[src/rtl/uart_rx_edge_bit_counter_p.sv]
// ----------------------------------------------------------------------------
// uart_rx_edge_bit_counter_p
//
// Oversampling edge/bit counter for the UART receive path. Runs on the
// prescaled sampling clock. It counts sample edges inside each bit period and
// counts bits up to the frame length. It also decodes the mid-bit sample
// strobes, the bit-done pulse and the frame-done pulse used by the RX FSM, the
// data sampler and the deserializer.
//
// Parameters
//   PRESCALE_W  width of prescale / edge_count (max ratio 2^PRESCALE_W-1)
//   BIT_CNT_W   width of frame_bits / bit_count (max frame 2^BIT_CNT_W-1 bits)
//
// Ports
//   clk_based_on_prescale  in   oversampled clock, one rising edge per sample
//   asy_reset              in   asynchronous reset, active low
//   cnt_start              in   1-cycle pulse: latch config, clear counters
//   cnt_enable             in   count enable; low freezes counters
//   prescale   [PW-1:0]    in   samples per bit, latched on cnt_start (min 4)
//   frame_bits [BW-1:0]    in   bits per frame, latched on cnt_start (min 1)
//   rx_in                  in   synchronised RX line (resync build only)
//   edge_count [PW-1:0]    out  sample index within the current bit
//   bit_count  [BW-1:0]    out  index of the bit currently being sampled
//   sample_strobe [2:0]    out  one-hot strobes at edges M-1, M, M+1 (M=P/2)
//   bit_done               out  last edge of the current bit
//   frame_done             out  last edge of the last bit of the frame
//   busy                   out  counter is in the COUNT state
//
// Build option
//   UART_RX_RESYNC_EN  when defined, an RX transition seen early in a bit
//                      re-phases edge_count to 1. The default build ignores
//                      rx_in.
// ----------------------------------------------------------------------------
module uart_rx_edge_bit_counter_p #(
    parameter int unsigned PRESCALE_W = 6,
    parameter int unsigned BIT_CNT_W  = 4
) (
    input  logic                  clk_based_on_prescale,
    input  logic                  asy_reset,
    input  logic                  cnt_start,
    input  logic                  cnt_enable,
    input  logic [PRESCALE_W-1:0] prescale,
    input  logic [BIT_CNT_W-1:0]  frame_bits,
    input  logic                  rx_in,
    output logic [PRESCALE_W-1:0] edge_count,
    output logic [BIT_CNT_W-1:0]  bit_count,
    output logic [2:0]            sample_strobe,
    output logic                  bit_done,
    output logic                  frame_done,
    output logic                  busy
);

    // The minimum ratio of 4 must be representable, and so must the reset
    // ratio of 8.
    if (PRESCALE_W < 4) begin : g_bad_prescale_w
        $error("PRESCALE_W must be at least 4");
    end
    if (BIT_CNT_W < 1) begin : g_bad_bit_cnt_w
        $error("BIT_CNT_W must be at least 1");
    end

    localparam logic [PRESCALE_W-1:0] P_MIN   = PRESCALE_W'(4);
    localparam logic [PRESCALE_W-1:0] P_RESET = PRESCALE_W'(8);
    localparam logic [PRESCALE_W-1:0] E_ONE   = PRESCALE_W'(1);
    localparam logic [BIT_CNT_W-1:0]  F_ONE   = BIT_CNT_W'(1);

    typedef enum logic [1:0] {
        S_IDLE  = 2'd0,
        S_COUNT = 2'd1,
        S_DONE  = 2'd2
    } state_t;

    state_t                  state_q, state_d;
    logic [PRESCALE_W-1:0]   edge_q,  edge_d;
    logic [BIT_CNT_W-1:0]    bit_q,   bit_d;
    logic [PRESCALE_W-1:0]   p_q,     p_d;
    logic [BIT_CNT_W-1:0]    f_q,     f_d;

    logic [PRESCALE_W-1:0]   p_load;
    logic [BIT_CNT_W-1:0]    f_load;
    logic [PRESCALE_W-1:0]   p_last;
    logic [BIT_CNT_W-1:0]    f_last;
    logic [PRESCALE_W-1:0]   mid;
    logic                    active;
    logic                    last_edge;
    logic                    last_bit;
    logic                    resync;

    // ------------------------------------------------------------------------
    // Configuration clamp and derived compare values
    // ------------------------------------------------------------------------
    always_comb begin
        p_load = (prescale < P_MIN) ? P_MIN : prescale;
        f_load = (frame_bits == '0) ? F_ONE : frame_bits;
    end

    always_comb begin
        p_last    = p_q - E_ONE;
        f_last    = f_q - F_ONE;
        mid       = p_q >> 1;
        active    = (state_q == S_COUNT) && cnt_enable;
        last_edge = (edge_q == p_last);
        last_bit  = (bit_q == f_last);
    end

    // ------------------------------------------------------------------------
    // Optional re-phasing on an early RX transition
    // ------------------------------------------------------------------------
`ifdef UART_RX_RESYNC_EN
    logic rx_q, rx_d;

    always_comb begin
        rx_d = rx_in;
    end

    always_ff @(posedge clk_based_on_prescale or negedge asy_reset) begin
        if (!asy_reset) begin
            rx_q <= 1'b1;
        end else begin
            rx_q <= rx_d;
        end
    end

    // Window is edges 1..P/4 of the current bit; last_edge can never fall in
    // it because P >= 4, so the wrap path always wins naturally.
    always_comb begin
        resync = active && (rx_in != rx_q) &&
                 (edge_q >= E_ONE) && (edge_q <= (p_q >> 2));
    end
`else
    logic unused_rx_in;

    always_comb begin
        unused_rx_in = rx_in;
        resync       = 1'b0;
    end
`endif

    // ------------------------------------------------------------------------
    // Next-state logic
    // ------------------------------------------------------------------------
    always_comb begin
        state_d = state_q;
        edge_d  = edge_q;
        bit_d   = bit_q;
        p_d     = p_q;
        f_d     = f_q;

        if (cnt_start) begin
            // Restart wins over enable and frame end in every state.
            state_d = S_COUNT;
            edge_d  = '0;
            bit_d   = '0;
            p_d     = p_load;
            f_d     = f_load;
        end else begin
            unique case (state_q)
                S_IDLE: begin
                    edge_d = '0;
                    bit_d  = '0;
                end
                S_COUNT: begin
                    if (cnt_enable) begin
                        if (last_edge) begin
                            edge_d = '0;
                            if (last_bit) begin
                                // bit_count parks on the last bit index.
                                state_d = S_DONE;
                            end else begin
                                bit_d = bit_q + F_ONE;
                            end
                        end else if (resync) begin
                            edge_d = E_ONE;
                        end else begin
                            edge_d = edge_q + E_ONE;
                        end
                    end
                end
                S_DONE: begin
                    if (!cnt_enable) begin
                        state_d = S_IDLE;
                        edge_d  = '0;
                        bit_d   = '0;
                    end
                end
                default: begin
                    state_d = S_IDLE;
                    edge_d  = '0;
                    bit_d   = '0;
                end
            endcase
        end
    end

    // ------------------------------------------------------------------------
    // State registers
    // ------------------------------------------------------------------------
    always_ff @(posedge clk_based_on_prescale or negedge asy_reset) begin
        if (!asy_reset) begin
            state_q <= S_IDLE;
            edge_q  <= '0;
            bit_q   <= '0;
            p_q     <= P_RESET;
            f_q     <= F_ONE;
        end else begin
            state_q <= state_d;
            edge_q  <= edge_d;
            bit_q   <= bit_d;
            p_q     <= p_d;
            f_q     <= f_d;
        end
    end

    // ------------------------------------------------------------------------
    // Decoded outputs (combinational from registered state)
    // ------------------------------------------------------------------------
    always_comb begin
        edge_count       = edge_q;
        bit_count        = bit_q;
        busy             = (state_q == S_COUNT);
        sample_strobe[0] = active && (edge_q == (mid - E_ONE));
        sample_strobe[1] = active && (edge_q == mid);
        sample_strobe[2] = active && (edge_q == (mid + E_ONE));
        bit_done         = active && last_edge;
        frame_done       = active && last_edge && last_bit;
    end

endmodule

[config.mk]
export PLATFORM = sky130hd
export DESIGN_NAME = uart_rx_edge_bit_counter_p
export DESIGN_NICKNAME = d
export VERILOG_FILES = /design/src/rtl/uart_rx_edge_bit_counter_p.sv
export SDC_FILE = /design/constraint.sdc
export NUM_CORES = 1
export LEC_CHECK = 0
export CAP_MARGIN = 15
export CELL_PAD_IN_SITES_DETAIL_PLACEMENT = 0
export CELL_PAD_IN_SITES_GLOBAL_PLACEMENT = 2
export CORE_AREA = 2 2 76 78
export CTS_CLUSTER_DIAMETER = 80
export CTS_CLUSTER_SIZE = 10
export DETAILED_ROUTE_END_ITERATION = 16
export DIE_AREA = 0 0 78 80
export PLACE_DENSITY = 0.76
export REMOVE_ABC_BUFFERS = 1
export SKIP_CTS_REPAIR_TIMING = 1
export SYNTH_ARGS = -nofsm -noshare
export SYNTH_HDL_FRONTEND = slang
export SYNTH_SLANG_ARGS = --single-unit
[constraint.sdc]
create_clock -name clk_based_on_prescale -period 2.7 [get_ports clk_based_on_prescale]
set_clock_uncertainty 0.15 [all_clocks]
set_input_delay 0.27 -clock clk_based_on_prescale [delete_from_list [all_inputs] [get_ports clk_based_on_prescale]]
set_output_delay 0.27 -clock clk_based_on_prescale [all_outputs]
set_load 0.02 [all_outputs]
### Word-level counts from Yosys, hierarchy flattened

Cells that the tools add are included.

* output and inout bits: 16
* flip-flop bits (word level): 22
* word-level logic and storage cells: 55
* input bits: 15

* magnitude comparators: 1
* reduce and logical (&&, ||, !) cells: 11
* equality and inequality tests: 13
* mux-type cells: 19
* $add $sub $neg: 6

Operator list (count)
* 6-bit 2-to-1 mux: 5
* 4-bit 2-to-1 mux: 6
* 6-bit == test: 3
* 6-bit case mux with 2 select lines: 1
* 2-bit 2-to-1 mux: 5
* 3-bit != test, second input constant: 3
* 4-bit case mux with 2 select lines: 1
* 5-bit by 1-bit adder with 6-bit output, second input constant: 1
* 6-bit by 1-bit adder with 6-bit output, second input constant: 1
* 6-bit by 5-bit == test with 1-bit output: 1
* 1-bit logical AND: 6
* 6-bit by 3-bit less-than comparator with 1-bit output, second input constant: 1
* 3-bit by 2-bit != test with 1-bit output, second input constant: 2
* 2-bit case mux with 3 select lines: 1
* 5-bit by 1-bit subtractor with 6-bit output, second input constant: 1
* 6-bit by 1-bit subtractor with 6-bit output, second input constant: 1
* 5-bit AND reduction: 1
* 4-bit by 1-bit adder with 4-bit output, second input constant: 1
* 4-bit == test: 1
* 4-bit logical NOT: 1
* 4-bit AND reduction: 1
* 4-bit by 1-bit subtractor with 4-bit output, second input constant: 1
* 2-bit by 1-bit == test with 1-bit output, second input constant: 1
* 2-bit == test, second input constant: 1
* other kinds (3): 3

### Longest topological paths before layout

Gate-level depths: netlist of run 1.

* depth in word-level cells: 7
* mapped depth: 9
* depth with buffers taken out: 8

### Least setup slack after synthesis of run 1

Ideal clock, no wire load.

* path kind: reg-to-output
* from: reg p_q[2]
* to: out frame_done
* path slack: 0.191 ns
* required time: 2.280 ns
* stages on the path, launching flop included: 10
* data arrival time: 2.089 ns
* buffers on the path: 1
* path through: dfrtp_1 -> buf_2 -> inv_1 -> ha_1 -> a21boi_0 -> xnor2_1 -> nand4b_2 -> or2_4 -> nand2b_1 -> nor2_1

* word-level cells in the longest chain between the ends: 4

Ends and longest elaborated chain
* start: declaration: line 76 `logic [PRESCALE_W-1:0] p_q, p_d;`
* start signal: assignment: line 209 `p_q <= p_d;`
* 6-bit by 1-bit subtractor with 6-bit output: line 98 `p_last = p_q - E_ONE;`
* 6-bit == test: line 102 `last_edge = (edge_q == p_last);`
* 1-bit logical AND (2 in series): line 225 `frame_done = active && last_edge && last_bit;`
* end: declaration: line 49 `output logic frame_done,`

Every way passes these cells.

### Worst setup path in the final report of run 1

Ends and elaborated chain as after synthesis.

==> results of run 1 <==
## state kept, by name, summed over array words and instances, names as in the netlist
register / cells
f_q: 4
bit_count: 4
state_q: 2
p_q: 6
edge_count: 6
## per-stage QoR
stage	utilization	cell area, um^2
after detailed placement	0.394	2130
after CTS	0.407	2200
final	0.409	2210
after global routing	0.409	2210
after global placement	0.394	2130
after floorplan	-	1550
## layer usage
metal | part of all wire | track usage | vias to the layer above
met5 | 0 | 0 | -
met4 | 0.0082 | 0.0316 | 0
met3 | 0.021 | 0.0147 | 5
met2 | 0.51 | 0.243 | 22
met1 | 0.46 | 0.158 | 649
li1 | - | - | 742
## where the power goes
| group | switching (mW) | total (mW) | leakage, nW | internal [mW] |
|---|---|---|---|---|
| logic | 0.166 | 0.332 | 0.686 | 0.166 |
| registers | 0.0220 | 0.376 | 0.276 | 0.354 |
| clock network | 0.112 | 0.310 | 0.0357 | 0.198 |
## final cells by class
| cell class | instances | share of cell area |
|---|---|---|
| multi-input combinational | 144 | 0.440 |
| sequential | 22 | 0.250 |
| timing repair buffer | 55 | 0.218 |
| tap | 72 | 0.0407 |
| clock buffer | 3 | 0.0187 |
| inverter | 11 | 0.0187 |
| clock inverter | 1 | 0.0136 |
## cell families after synthesis
logic type / count (synthesis) / synth area share
DFF: 22 / 0.344
buffers and inverters: 19 / 0.0599
and+or+nand+nor: 70 / 0.227
adders and majority gates: 7 / 0.0544
muxes: 5 / 0.0350
xor gates and xnor gates: 26 / 0.142
AOI/OAI and AO/OA: 36 / 0.138
## placed cells by master (no fill, tap or decap), types with 2 or more instances in the layout
| master | instances |
|---|---|
| o22a_1 | 2 |
| nand2_1 | 16 |
| mux2_2 | 5 |
| buf_2 | 2 |
| buf_4 | 26 |
| a31oi_1 | 3 |
| ha_1 | 6 |
| nor2_1 | 16 |
| nor3_1 | 8 |
| inv_2 | 2 |
| nor4_1 | 3 |
| a21oi_1 | 6 |
| clkdlybuf4s50_1 | 24 |
| inv_1 | 9 |
| dlymetal6s2s_1 | 3 |
| clkbuf_8 | 3 |
| xnor2_1 | 16 |
| nand2b_1 | 5 |
| nand3_1 | 9 |
| dfrtp_1 | 20 |
| xor2_1 | 9 |
| nor2b_1 | 2 |
| o21ai_0 | 16 |
| dfstp_2 | 2 |
| a22o_1 | 4 |
## how the worst max path moves through the flow
stage / end / from / depth (start not counted)
CTS: frame_done / p_q[2] / 9
finish: frame_done / p_q[2] / 9
floorplan: frame_done / p_q[2] / 8
global placement: frame_done / p_q[1] / 9
global route: frame_done / p_q[2] / 9
detailed placement: frame_done / p_q[2] / 9
## critical path, cell delays in order (launching register included)
cell	delay, ns
dfrtp_1	0.40
inv_2	0.09
ha_2	0.19
nor3b_2	0.19
a21oi_1	0.08
nand4b_2	0.22
or2_4	0.27
nand2b_1	0.16
nor2_1	0.09
buf_2	0.16
==> results.md, run 1 <==
* Worst Path Arrival at 2.12 ns
* Worst Setup Start Kind: flip-flop
* RSZ-0062 raised after global routing: no
* Avg WL per Cell at 12.7 um
* Clock input transition at the sequential cells of the worst setup and hold paths at 0.08 ns
* First-pass GRT wire length at 6.42 mm
* Overflow after GRT at 0
* WP data required at 2.28 ns
* Largest net degree at the start of global routing at 23
* All-Layer GR Usage at 0.130
* Die height at 80 um
* Synth unique cells at 38
* TNS Setup at 0 ns
* Drt pass-1 iters at 3
* Vias after detailed routing at 1418
* Final non-filler cell total at 308
* RR Startpoint: p_q[2]
* Syn_area_per_cell at 8.70 um^2
* # DRC at 0
* Initial antenna violation count at 0
* Yosys Warn Count at 0
* Placer Congestion at 0.775
* Crit. End Element: output pin
* Gate count of the mapped netlist at 185
* Total power at 1.02 mW
* Antenna viol nets, final at 0
* Worst setup margin at 0.161 ns
* Final Hold Viols at 0
* Vias per inst at 4.60
* Rows at 27
* F_max at 0.394 GHz
* Pre-CTS WS at -0.0550 ns
* Core area at 5410 um^2
* Clock Tree Buf Depth at 2
* Reg area at 553 um^2
* Top cell type's share of synthesized area at 0.311
* R2R cell count at 9
* Leading area contributor after synthesis: dfrtp_1
* Setup-failing EPs final at 0
* Sequential area share after synthesis at 0.344
* Max Cap Violations at 0
* Tightest Pin Transition at 0.479 ns
* Synth area leaders: dfrtp_1, xnor2_1, ha_1
* # IOs at 31
* Number of synthesized flops with an enable pin at 0
* Layout area overhead at 37.6%
* Initial core utilization at 0.298
* Port Buf Inserts at 29
* Total Die Area at 6240 um^2
* Relative slew slack at 0.677
* Seq cells post-synth at 22
* Share of cells above drive strength 1 at 0.208
* # fillers at 610
* HPWL after DPL at 3.17 mm
* Placed Cells at 304
* CTS tree: done
* Clk root buf: clkbuf_8
* CTS Buf Count at 3
* Worst-skew pair later-pin latency at 0.26 ns
* Crit path kind: flip-flop to output pin
* Fin crit period at 2.54 ns
* Pwr/cell area at 460 nW/um^2
* End of the worst register-to-register path: bit_count[3]
* Crit share post-route at 0.940
* Clk sink count at 22
* # diodes at 0
* Multi-input logic area at 975 um^2
* Die width at 78 um
* Mapped Area at 1610 um^2
* Total wire length at 3.91 mm
* Slew Limit Fails at 0
* Worst VDD drop at 0.219 mV
* CTS H-tree lvls at 1
* Asr flop ratio synth at 1.00
* Outcome: finished, final reports clean
* CP max FO at 4
* Synth Flop Type: dfrtp_1
* Leak pwr at 0.997 nW
* Commonest cells post-synth: dfrtp_1, nand2_1, nor2_1, o21ai_0, xnor2_1
* 1st-iter DRT viols at 34
* Hold Crit Class: primary input to async pin
* Top-count cell post-synth: dfrtp_1
* Hold_ws at 0.201 ns
* Number of global-route vias before repair at 1406
* R2R setup slack at 0.32 ns
* Layout Nets at 259
Note: power is estimated with default switching activity, not from simulation.
==> inputs of run 2 (changes only) <==
--- a/config.mk
+++ b/config.mk
@@ -8,12 +8,12 @@
 export CAP_MARGIN = 15
 export CELL_PAD_IN_SITES_DETAIL_PLACEMENT = 0
 export CELL_PAD_IN_SITES_GLOBAL_PLACEMENT = 2
-export CORE_AREA = 2 2 76 78
+export CORE_AREA = 10 10 84 86
 export CTS_CLUSTER_DIAMETER = 80
 export CTS_CLUSTER_SIZE = 10
 export DETAILED_ROUTE_END_ITERATION = 16
-export DIE_AREA = 0 0 78 80
-export PLACE_DENSITY = 0.76
+export DIE_AREA = 0 0 94 96
+export PLACE_DENSITY_LB_ADDON = 0.1
 export REMOVE_ABC_BUFFERS = 1
 export SKIP_CTS_REPAIR_TIMING = 1
 export SYNTH_ARGS = -nofsm -noshare
==> results.md, run 2 (synthesis results as in run 1) <==
* Clock Tree Buf Depth at 2
* Rows at 27
* # DRC at 0
* Clock network fraction of total power at 0.250
* HPWL after DPL at 3.65 mm
* 1st-iter DRT viols at 48
* Layout area overhead at 37.2%
* Crit. End Element: output pin
* Worst VDD drop at 0.164 mV
* Clock input transition at the sequential cells of the worst setup and hold paths at 0.08 ns
* Psw at 305 uW
* CTS Buf Count at 3
* Port Buf Inserts at 29
* Final non-filler cell total at 308
* CP max FO at 4
* CTS H-tree lvls at 1
* Die height at 96 um
* First-pass GRT wire length at 7.71 mm
* Commonest non-fill, non-tap cell in the layout: buf_4
* TNS Setup at 0 ns
* RSZ-0062 raised after global routing: yes
* Largest net degree at the start of global routing at 23
* Placed Cells at 303
* # IOs at 31
* Int Pwr at 652 uW
* Sw frac at 0.319
* Relative slew slack at 0.677
* Crit path kind: flip-flop to output pin
* Crit share post-route at 0.952
* Pwr/cell area at 433 nW/um^2
* Uppermost routed layer: met4
* Initial antenna violation count at 0
* Sequential share of power at 0.392
* Avg WL per Cell at 14.7 um
* All-Layer GR Usage at 0.106
* Hold_ws at 0.203 ns
* WP data required at 2.28 ns
* Worst Setup Start Kind: flip-flop
* Placer Congestion at 0.847
* Met3 routed WL at 212 um
* Core area at 5410 um^2
* DR WL met2 at 2.26 mm
* Antenna viol nets, final at 0
* Leak pwr at 0.994 nW
* Worst Path Arrival at 2.15 ns
* Max Cap Violations at 0
* Initial core utilization at 0.298
* # diodes at 0
* Hold Crit Class: primary input to async pin
* F_max at 0.389 GHz
* Clk root buf: clkbuf_8
* Layout Nets at 259
* Die width at 94 um
* CTS tree: done
* Combinational power share at 0.359
* WL met1 at 1.95 mm
* Setup-failing EPs final at 0
* Vias after detailed routing at 1480
* Total wire length at 4.54 mm
* Vias per inst at 4.81
* Number of global-route vias before repair at 1630
* Outcome: finished, final reports clean
* Overflow after GRT at 0
* Final Hold Viols at 0
* Tightest Pin Transition at 0.480 ns
* Slew Limit Fails at 0
* Finished Core Util at 0.409
* Fin crit period at 2.57 ns
* Drt pass-1 iters at 4
* Total Die Area at 9020 um^2
* Clk sink count at 22
* Share of cells above drive strength 1 at 0.203
* Most frequent cells in the layout: buf_4, clkdlybuf4s50_1, dfrtp_1
* Worst-skew pair later-pin latency at 0.26 ns
run 2: cell count changes in the layout (fill, tap and decap cells not counted), sizes merged:
cell / change
buf: -1
bufinv: -1
clkbuf: +2
run 2: routing by layer:
layer  up-vias  track usage
met4         0       0.0405
met5         -            0
met1       701        0.121
met3        10       0.0265
li1        740            -
met2        29        0.185
run 2: layout make-up:
| class | count | area (um^2) |
|---|---|---|
| multi-input combinational | 144 | 983 |
| tap | 72 | 90.1 |
| timing repair buffer | 55 | 485 |
| inverter | 11 | 41.3 |
| fill | 565 | 3200 |
| clock buffer | 4 | 55.1 |
| sequential | 22 | 553 |
run 2: final timing paths:
| check | from | to | depth (start not counted) | slack, ns |
|---|---|---|---|---|
| setup reg to reg | p_q[1] | bit_count[3] | 9 | 0.30 |
| min in group clk_based_on_prescale | state_q[0] | state_q[1] | 1 | 0.36 |
| max in group asynchronous | asy_reset | p_q[3] | 2 | 1.91 |
| hold reg to reg | state_q[0] | state_q[1] | 1 | 0.36 |
| setup / recovery | p_q[1] | frame_done | 9 | 0.13 |
| hold / removal | asy_reset | bit_count[1] | 2 | 0.20 |
run 2: worst max-delay path, stage by stage (launching register included):
cell and delay [ns]:
dfrtp_1 0.39, inv_2 0.11, ha_1 0.25, xnor2_1 0.12, nor2_1 0.14, nand4b_2 0.15
or2_4 0.27, nand2b_1 0.16, nor2_1 0.11, clkbuf_2 0.18
run 2: through the flow:
step,cell area [um^2],power [mW],setup WS (ns)
CTS,2180,0.969,-0.437
floorplan,1550,0.571,0.231
global placement,2120,0.713,-0.0517
detailed placement,2120,0.719,-0.110
finish,2210,0.957,0.129
global route,2210,1.03,-0.0247
run 2: power by group through the flow:
stage          sequential, mW  clock, mW  combinational [mW]
6_report                0.375      0.239               0.343
5_1_grt                 0.379      0.271               0.382
4_1_cts                 0.375      0.255               0.340
3_5_place_dp            0.381          0               0.338
3_3_place_gp            0.380          0               0.333
2_1_floorplan           0.402          0               0.169
==> inputs of run 3 (changes only) <==
--- a/config.mk
+++ b/config.mk
@@ -14,7 +14,6 @@
 export DETAILED_ROUTE_END_ITERATION = 16
 export DIE_AREA = 0 0 94 96
 export PLACE_DENSITY_LB_ADDON = 0.1
-export REMOVE_ABC_BUFFERS = 1
 export SKIP_CTS_REPAIR_TIMING = 1
 export SYNTH_ARGS = -nofsm -noshare
 export SYNTH_HDL_FRONTEND = slang
==> results.md, run 3 (synthesis results as in run 1) <==
* Rows at 27
* Crit-path slowest cell: dfrtp_1
* Die width at 94 um
* Delay-heaviest family, CP: simple AND/OR/NAND/NOR gates
* Vias per inst at 4.70
* Worst-skew pair later-pin latency at 0.26 ns
* CTS Buf Count at 3
* RR Startpoint: p_q[1]
* CTS tree: done
* Finished Core Util at 0.406
* Post-Place Cell Area at 2120 um^2
* Clock Tree Buf Depth at 2
* First-pass GRT wire length at 7.48 mm
* Commonest non-fill, non-tap cell in the layout: buf_4
* CTS H-tree lvls at 1
* Fin crit period at 2.59 ns
* CP max FO at 4
* Initial antenna violation count at 0
* Leak pwr at 0.987 nW
* Avg WL per Cell at 14.6 um
* Die height at 96 um
* Layout area overhead at 36.3%
* Core area at 5410 um^2
* Placer Congestion at 0.797
* Worst Setup Start Kind: flip-flop
* All-Layer GR Usage at 0.101
* Relative slew slack at 0.663
* Pwr/cell area at 435 nW/um^2
* WP data required at 2.28 ns
* Overflow after GRT at 0
* Final Hold Viols at 0
* Outcome: finished, final reports clean
* Number of global-route vias before repair at 1612
* RSZ-0062 raised after global routing: yes
* Setup-failing EPs final at 0
* Total Die Area at 9020 um^2
* # IOs at 31
* # fillers at 578
* Total wire length at 4.47 mm
* Most frequent cells in the layout: buf_4, clkdlybuf4s50_1, dfrtp_1
* Port Buf Inserts at 29
* Finished Cell Area at 2190 um^2
* Worst Path Arrival at 2.17 ns
* R2R setup slack at 0.26 ns
* Drt pass-1 iters at 4
* Share of cells above drive strength 1 at 0.200
* Initial core utilization at 0.298
* Slew Limit Fails at 0
* # DRC at 0
* Largest net degree at the start of global routing at 23
* Crit share post-route at 0.958
* # diodes at 0
* 1st-iter DRT viols at 24
* F_max at 0.387 GHz
* Hold_ws at 0.205 ns
* Crit path kind: flip-flop to output pin
* Max Cap Violations at 0
* TNS Setup at 0 ns
* End of the worst register-to-register path: bit_count[3]
* CP Cell Sequence: inv_2 > ha_2 > nor3b_4 > a21oi_1 > nand4b_2 > or2_4 > nand2b_1 > nor2_1 > buf_4
* Antenna viol nets, final at 0
* Vias after detailed routing at 1444
* Layout Nets at 258
* CP max stage delay at 0.40 ns
* Clk sink count at 22
* CP Buf/Inv Count at 2
* Net Count, Synth at 207
* Clock input transition at the sequential cells of the worst setup and hold paths at 0.08 ns
* Tightest Pin Transition at 0.499 ns
* Crit. End Element: output pin
* R2R cell count at 9
* Clk root buf: clkbuf_8
* HPWL after DPL at 3.58 mm
* Worst VDD drop at 0.187 mV
* Hold Crit Class: primary input to async pin
[run 3: cell types whose count changed in the layout (fill, tap and decap cells not counted), sizes merged]
cell	previous run	this run
clkbuf	5	4
[run 3: area by class of cell]
class,count,area [um^2],area share
multi-input combinational,144,973,0.444
clock buffer,4,55.1,0.0251
inverter,11,41.3,0.0188
timing repair buffer,54,480,0.219
tap,72,90.1,0.0411
sequential,22,553,0.252
[run 3: how the worst max path moves through the flow]
| stage | startpoint | endpoint | slack (ns) | cells after the start |
|---|---|---|---|---|
| 2_1_floorplan | p_q[2] | frame_done | 0.19 | 9 |
| 3_5_place_dp | p_q[1] | frame_done | -0.11 | 9 |
| 3_3_place_gp | p_q[1] | frame_done | -0.07 | 9 |
| 5_1_grt | p_q[1] | frame_done | -0.05 | 9 |
| 4_1_cts | p_q[1] | frame_done | -0.44 | 9 |
| 6_report | p_q[1] | frame_done | 0.11 | 9 |
[run 3: through the flow]
step                      power [mW]  std cells  setup slack (ns)
after detailed placement       0.717        303            -0.108
after global placement         0.714        303           -0.0650
after global routing            1.02        307           -0.0503
after CTS                      0.965        307            -0.437
after floorplan                0.583        185             0.191
final                          0.954        307             0.114
[run 3: report_power, final]
group | total [mW] | switching [mW] | internal [mW]
clock network | 0.241 | 0.111 | 0.130
registers | 0.377 | 0.0228 | 0.354
logic | 0.336 | 0.170 | 0.166
total | 0.954 | 0.304 | 0.650
[run 3: metal layers]
| metal | GRT usage | vias up | share of wire |
|---|---|---|---|
| met5 | 0 | - | 0 |
| met2 | 0.189 | 14 | 0.52 |
| li1 | - | 734 | - |
| met3 | 0.0226 | 2 | 0.036 |
| met4 | 0.0266 | 0 | 0.0043 |
| met1 | 0.114 | 694 | 0.44 |
